$ cat src/rtl/pipe_hazard_ctrl.sv
// Hazard and forwarding controller for the five-stage pipeline.
// Tracks the instructions in EX and MEM through two shadow slots, drives the
// registered EX operand selects, inserts load-use stalls, squashes wrong-path
// instructions on a taken branch/jump, and keeps saturating event counters.
//
//   state  | meaning
//   -------+----------------------------------------------------------------
//   RUN    | normal issue; EX branch outcome is honoured
//   SQUASH | EX holds the bubble just inserted; EX branch inputs are ignored
module pipe_hazard_ctrl (
    input  logic        clock,
    input  logic        reset,
    input  logic [4:0]  drs,
    input  logic [4:0]  drt,
    input  logic        duse_rs,
    input  logic        duse_rt,
    input  logic [4:0]  drn,
    input  logic        dwreg,
    input  logic        dm2reg,
    input  logic        dshift,
    input  logic        daluimm,
    input  logic        ex_is_cond,
    input  logic        ex_is_uncond,
    output logic [1:0]  eadepen,
    output logic [1:0]  ebdepen,
    output logic        stall,
    output logic        flush_f,
    output logic        e_bubble,
    output logic [15:0] stall_cnt,
    output logic [15:0] flush_cnt
);

    typedef enum logic {
        ST_RUN    = 1'b0,
        ST_SQUASH = 1'b1
    } state_t;

    localparam logic [1:0] SEL_REG = 2'b00;
    localparam logic [1:0] SEL_IMM = 2'b01;
    localparam logic [1:0] SEL_MEM = 2'b10;
    localparam logic [1:0] SEL_WB  = 2'b11;

    state_t      r_state;
    state_t      w_state_nxt;

    logic        r_e_valid;
    logic [4:0]  r_e_rn;
    logic        r_e_wreg;
    logic        r_e_m2reg;
    logic        r_m_valid;
    logic [4:0]  r_m_rn;
    logic        r_m_wreg;
    logic        r_m_m2reg;

    logic [1:0]  r_asel;
    logic [1:0]  r_bsel;
    logic [15:0] r_stall_cnt;
    logic [15:0] r_flush_cnt;

    logic        w_e_prod;
    logic        w_m_prod;
    logic        w_e_rs;
    logic        w_e_rt;
    logic        w_m_rs;
    logic        w_m_rt;
    logic        w_lu;
    logic        w_taken;
    logic        w_stall;
    logic        w_flush;
    logic        w_bubble;
    logic [1:0]  w_asel_nxt;
    logic [1:0]  w_bsel_nxt;

    // A slot can only forward if it really writes a non-zero register.
    assign w_e_prod = r_e_valid & r_e_wreg & (r_e_rn != 5'd0);
    assign w_m_prod = r_m_valid & r_m_wreg & (r_m_rn != 5'd0);
    assign w_e_rs   = w_e_prod & (r_e_rn == drs);
    assign w_e_rt   = w_e_prod & (r_e_rn == drt);
    assign w_m_rs   = w_m_prod & (r_m_rn == drs);
    assign w_m_rt   = w_m_prod & (r_m_rn == drt);

    // Load data is not available until WB, so a load in EX feeding ID must stall.
    assign w_lu = r_e_m2reg & ((duse_rs & w_e_rs) | (duse_rt & w_e_rt));

    // Flush FSM next state; the branch outcome only counts in RUN.
    always_comb begin
        w_state_nxt = r_state;
        w_taken     = 1'b0;
        case (r_state)
            ST_RUN: begin
                w_taken = ex_is_cond | ex_is_uncond;
                if (w_taken) begin
                    w_state_nxt = ST_SQUASH;
                end
            end
            ST_SQUASH: begin
                w_state_nxt = ST_RUN;
            end
        endcase
    end

    // A taken branch wins over a stall: the ID instruction is wrong-path anyway.
    always_comb begin
        w_stall  = 1'b0;
        w_flush  = 1'b0;
        w_bubble = 1'b0;
        if (!reset) begin
            w_stall  = w_lu & ~w_taken;
            w_flush  = w_taken;
            w_bubble = w_taken | w_lu;
        end
    end

    // Operand select for the instruction leaving ID; the newer producer wins.
    always_comb begin
        w_asel_nxt = SEL_REG;
        w_bsel_nxt = SEL_REG;
        if (dshift) begin
            w_asel_nxt = SEL_IMM;
        end else if (w_e_rs && !r_e_m2reg) begin
            w_asel_nxt = SEL_MEM;
        end else if (w_m_rs) begin
            w_asel_nxt = SEL_WB;
        end
        if (daluimm) begin
            w_bsel_nxt = SEL_IMM;
        end else if (w_e_rt && !r_e_m2reg) begin
            w_bsel_nxt = SEL_MEM;
        end else if (w_m_rt) begin
            w_bsel_nxt = SEL_WB;
        end
    end

    // FSM state register.
    always_ff @(posedge clock) begin
        if (reset) begin
            r_state <= ST_RUN;
        end else begin
            r_state <= w_state_nxt;
        end
    end

    // Shadow slots mirroring ID/EX and EX/MEM, plus the registered selects.
    always_ff @(posedge clock) begin
        if (reset) begin
            r_e_valid <= 1'b0;
            r_e_rn    <= 5'd0;
            r_e_wreg  <= 1'b0;
            r_e_m2reg <= 1'b0;
            r_m_valid <= 1'b0;
            r_m_rn    <= 5'd0;
            r_m_wreg  <= 1'b0;
            r_m_m2reg <= 1'b0;
            r_asel    <= SEL_REG;
            r_bsel    <= SEL_REG;
        end else begin
            r_m_valid <= r_e_valid;
            r_m_rn    <= r_e_rn;
            r_m_wreg  <= r_e_wreg;
            r_m_m2reg <= r_e_m2reg;
            if (w_bubble) begin
                r_e_valid <= 1'b0;
                r_e_rn    <= 5'd0;
                r_e_wreg  <= 1'b0;
                r_e_m2reg <= 1'b0;
                r_asel    <= SEL_REG;
                r_bsel    <= SEL_REG;
            end else begin
                r_e_valid <= 1'b1;
                r_e_rn    <= drn;
                r_e_wreg  <= dwreg;
                r_e_m2reg <= dm2reg;
                r_asel    <= w_asel_nxt;
                r_bsel    <= w_bsel_nxt;
            end
        end
    end

    // Saturating performance counters.
    always_ff @(posedge clock) begin
        if (reset) begin
            r_stall_cnt <= 16'd0;
            r_flush_cnt <= 16'd0;
        end else begin
            if (w_stall && (r_stall_cnt != 16'hFFFF)) begin
                r_stall_cnt <= r_stall_cnt + 16'd1;
            end
            if (w_taken && (r_flush_cnt != 16'hFFFF)) begin
                r_flush_cnt <= r_flush_cnt + 16'd1;
            end
        end
    end

    assign eadepen   = r_asel;
    assign ebdepen   = r_bsel;
    assign stall     = w_stall;
    assign flush_f   = w_flush;
    assign e_bubble  = w_bubble;
    assign stall_cnt = r_stall_cnt;
    assign flush_cnt = r_flush_cnt;

endmodule

$ cat config.mk
export PLATFORM = sky130hd
export DESIGN_NAME = pipe_hazard_ctrl
export DESIGN_NICKNAME = d
export VERILOG_FILES = /design/src/rtl/pipe_hazard_ctrl.sv
export SDC_FILE = /design/constraint.sdc
export NUM_CORES = 1
export LEC_CHECK = 0
export ABC_CLOCK_PERIOD_IN_PS = 3640
export CAP_MARGIN = 20
export CORE_MARGIN = 2
export CORE_UTILIZATION = 53
export CTS_CLUSTER_DIAMETER = 150
export DETAILED_ROUTE_END_ITERATION = 8
export PLACE_DENSITY = 0.87
export SKIP_LAST_GASP = 1
export SYNTH_ARGS = -nofsm -noshare
export SYNTH_HDL_FRONTEND = slang
export SYNTH_SLANG_ARGS = --single-unit
$ cat constraint.sdc
create_clock -name clock -period 3.64 [get_ports clock]
set_input_delay 1.092 -clock clock [delete_from_list [all_inputs] [get_ports clock]]
set_output_delay 1.092 -clock clock [all_outputs]
set_load 0.05 [all_outputs]
* Yosys cells after proc, flatten, opt, wreduce, memory -nomap -nowiden *
Cells that the tools add are included.
Widths: inputs -> output; s select.

word-level totals
  register bits = 52
  input port bits = 25
  output and inout bits = 39

cells by class
  add/subtract/negate cells = 2
  equality and inequality tests = 6
  muxes and demuxes = 13
  bitwise logic cells = 17
  reduce and logical (&&, ||, !) cells = 10

operators with widths
  operator               number
  $add 16x1->16 const B  2
  $ne 16x16->1 const B   2
  $eq 5x5->1             4
  $and 1x1->1            12
  $reduce_bool 5->1      2
  $mux 1                 8
  $mux 2                 4
  $reduce_or 3->1        2
  $logic_and 1x1->1      4
  $or 1x1->1             3
  $not 1->1              2
  $pmux 1 s2             1
  $reduce_or 2->1        1
  $logic_not 1->1        1

* Longest topological paths before layout *
Gate-level depths: netlist (run 1).

  depth after elaboration = 9
  depth in mapped cells = 8
  gate-level depth less buffers = 7

* Least setup slack after synthesis (run 1) *
No wires, ideal clock.

  kind = in2out
  from = input drt[4]
  to = output stall
  data arrival time = 3032 ps
  required time = 2548 ps
  path slack = -484 ps
  cell stages on the path = 6
  path through = xor2_1 -> and4bb_2 -> nor2b_1 -> a31oi_4 -> buf_6 -> nor3_1

on the way
  cells in the longest elaborated chain, start to end = 7

RTL lines
  item             RTL line  source
  start, declared  14        input logic [4:0] drt,
  $eq 5x5->1       78        assign w_e_rt = w_e_prod & (r_e_rn == drt);
  $and 1x1->1      78
  $and 1x1->1      83        assign w_lu = r_e_m2reg & ((duse_rs & w_e_rs) | (duse_rt & w_e_rt));
  $or 1x1->1       83
  $and 1x1->1      83
  $and 1x1->1      108       w_stall = w_lu & ~w_taken;
  $mux 1           107       if (!reset) begin
  end, declared    26        output logic stall,

Every way passes these cells.

* Final worst setup path (run 1) *
  from = input drt[0]
  to = output stall

Same word-level chain as after synthesis.

==> results of run 1 <==
where the power goes:
part	internal (µW)	switching [µW]	total (µW)
combinational	72.7	79.1	152
clock	155	177	333
sequential	581	13.5	595
placed cells by master, fill, tap and decap left out, types with 2 or more instances in the layout:
cell / n
dlygate4sd2_1: 7
clkbuf_1: 2
nor2_1: 39
nand3_1: 13
nand4_1: 14
a211oi_1: 3
a41oi_1: 3
mux2i_1: 4
clkdlybuf4s50_1: 49
inv_1: 2
nor4_1: 3
nor2b_1: 15
dfxtp_1: 52
nand2_1: 16
and3_1: 13
dlymetal6s2s_1: 3
a21oi_2: 2
and2_1: 3
mux2_1: 5
or3_1: 2
a21oi_1: 8
buf_4: 22
mux2_2: 3
and4_1: 4
ha_1: 2
xor2_1: 15
xnor2_1: 21
buf_6: 2
nor3_2: 2
o21ai_0: 2
clkbuf_8: 6
layout make-up:
cell class | count | area [µm²]
Inverter | 2 | 7.51
Timing Repair Buffer | 84 | 782
Sequential cell | 52 | 1040
Clock buffer | 8 | 90.1
Tap cell | 54 | 67.6
Fill cell | 328 | 1220
Multi-Input combinational cell | 214 | 1460
worst max-delay path by stage:
| stage | startpoint | endpoint | slack (ps) | depth (start not counted) |
|---|---|---|---|---|
| floorplan | drt[4] | stall | -60 | 6 |
| global placement | drt[4] | stall | -140 | 7 |
| detailed placement | drt[4] | stall | -190 | 7 |
| CTS | duse_rt | stall | 50 | 7 |
| global route | drt[0] | stall | -7 | 7 |
| finish | drt[0] | stall | 60 | 7 |
registers in the layout, indices dropped and copies added, names as in the netlist, 2 cells and up:
signal and count:
r_m_rn 5, stall_cnt 16, r_e_rn 5, flush_cnt 16, eadepen 2, ebdepen 2
timing repair:
action                                  in CTS  in global routing
setup buffers                                1                  2
cloned                                       0                  0
pin swaps                                    4                  5
endpoints found under the setup margin       2                  2
resized for setup                           12                  3
per-stage QoR:
step / util / hold slack [ps]
4_1_cts: 0.734 / 527
3_3_place_gp: 0.711 / 504
5_1_grt: 0.739 / 536
3_5_place_dp: 0.711 / 509
6_report: 0.739 / 528
2_1_floorplan: - / 470
cell families after synthesis:
group,share of synthesized area
mux,0.0514
compound gates,0.0790
fa+ha+maj,0.00987
flops,0.411
buf+inv,0.0222
xor+xnor,0.124
simple gates,0.302
worst reg2reg max path, cell delays in order (launching register included):
cell and delay (ps):
dfxtp_1 370, or4_4 580, o211ai_2 240, buf_4 160, buf_4 100, nand4b_2 170, nand2_2 190, nand4_1 160
mux2_2 330
per-layer routing:
layer  up-vias  part of all wire
met3        20             0.045
met4         0             0.030
met1      1136              0.42
met2        76              0.51
li1       1141                 -
met5         -                 0
==> results.sh, run 1 <==
export IMPL_final_layout_size_suffix_gt1_frac=0.136
export IMPL_grt_use_met1=0.316
export IMPL_rr_endpoint="stall_cnt[10]$_SDFFE_PP0P_"
export IMPL_cp_top_family="buffers and inverters"
export IMPL_slew_headroom=0.658
export IMPL_ff2ff_setup_slack_ps=1260
export IMPL_grt_pass1_wl_um=10700
export IMPL_syn_to_final_growth_pct=35.9
export IMPL_diodes=0
export IMPL_initial_core_util=0.544
export IMPL_hp_class="register to register"
export IMPL_yosysSeqAreaShare=0.411
export IMPL_synth_nets=304
export IMPL_die_h_um=73.1
export IMPL_ys_top_cells_by_count="dfxtp_1 (52), nor2_1 (40), xnor2_1 (21), nand2_1 (16), nor2b_1 (16)"
export IMPL_cp_data_arrival_time_ps=2490
export IMPL_yosys_area_top_type="dfxtp_1"
export IMPL_grt_max_degree=37
export IMPL_leakage_uw=0.00134
export IMPL_fp_dieW_um=73.1
export IMPL_portBuffers=63
export IMPL_drv_slew=0
export IMPL_clkLatencyLatePin_ps=300
export IMPL_num_nets_final=386
export IMPL_die_area_um2=5350
export IMPL_async_flop_share=0
export IMPL_vias=2373
export IMPL_worst_path_max_delay_cell="clkdlybuf4s50_1"
export IMPL_synth_flop_cell="dfxtp_1"
export IMPL_cts_max_level=2
export IMPL_firstDrtPassIters=4
export IMPL_yosysUniqueCellTypes=47
export IMPL_gr_total_overflow=0
export IMPL_crit_path_start_kind="primary input"
export IMPL_ys_ff_latch=52
export IMPL_grt_antenna_before_repair=0
export IMPL_synth_area_top_cells="dfxtp_1 (41%), xnor2_1 (7.3%), nor2_1 (5.9%)"
export IMPL_placed_cell_area_um2=3310
export IMPL_wirelength_um=6570
export IMPL_syn_avg_cell_area_um2=9.15
export IMPL_power_density_nw_per_um2=313
export IMPL_ir_drop_uv=274
export IMPL_synth_top_cell_area_share=0.411
export IMPL_synth_edf_count=0
export IMPL_clock_path_buffers=2
export IMPL_end_kind="primary output"
export IMPL_critical_path_class="primary input to primary output"
export IMPL_drc=0
export IMPL_tightest_slew_ps=511
export IMPL_whs_endpoint="r_m_wreg$_SDFF_PP0_"
export IMPL_clockRootBuffer="clkbuf_8"
export IMPL_design_area_um2=3440
export IMPL_cts_inserted_buffers=5
export IMPL_fin_skew_ps=7.04
export IMPL_core_um2=4660
export IMPL_dpl_hpwl_um=4750
export IMPL_synthCells=277
export IMPL_critPathMaxFanout=3
export IMPL_setup_slack_ps=55.6
export IMPL_slowest_delay_ps=500
export IMPL_crit_required_ps=2550
export IMPL_hold_viol_final=0
export IMPL_hold_path_depth=1
export IMPL_min_delay_start="r_e_wreg$_SDFF_PP0_"
export IMPL_grt_pass1_vias=2219
export IMPL_post_route_min_period_ps=3580
export IMPL_grt_met2_usage=0.435
export IMPL_clkTransAtPathRegs_ps=80
export IMPL_grt_busiest_layer="met2"
export IMPL_synthMostInstantiatedCell="dfxtp_1"
export IMPL_cap_violations=0
export IMPL_reg2reg_depth=8
export IMPL_cp_cell_sequence="clkdlybuf4s50_1 -> xnor2_1 -> o211ai_2 -> nor2b_4 -> a31oi_4 -> nor3_2 -> buf_6"
export IMPL_power_uw=1080
export IMPL_r2r_start="r_e_rn[0]$_SDFF_PP0_"
export IMPL_grt_usage=0.257
export IMPL_setup_violations_final=0
export IMPL_fin_cells=414
export IMPL_period_share=0.985
export IMPL_io_pins=64
export IMPL_hold_buffers=0
export IMPL_max_freq_mhz=279
export IMPL_status="finished clean"
export IMPL_synth_area_um2=2530
export IMPL_placedCellCount=403
export IMPL_grtUsageMet3=0.0539
export IMPL_cts_sinks=52
export IMPL_viasPerCell=5.73
export IMPL_critical_path_buf_inv_count=2
export IMPL_cts_tree="built"
export IMPL_rows=25
export IMPL_pre_cts_ws_ps=-185
export IMPL_gp_congestion=0.855
export IMPL_wl_per_cell_um=15.9
export IMPL_synth_warning_count=0
export IMPL_drt_initial_drc_count=268
export IMPL_tns_ps=0
export IMPL_ant_nets=0
(Power assumes the default switching activity.)
==> run 2: changes to the inputs <==
Settings changed: SLEW_MARGIN from default to 15.
==> results of run 2 <==
The final DEF is identical to that of run 1; final timing and power are the same.
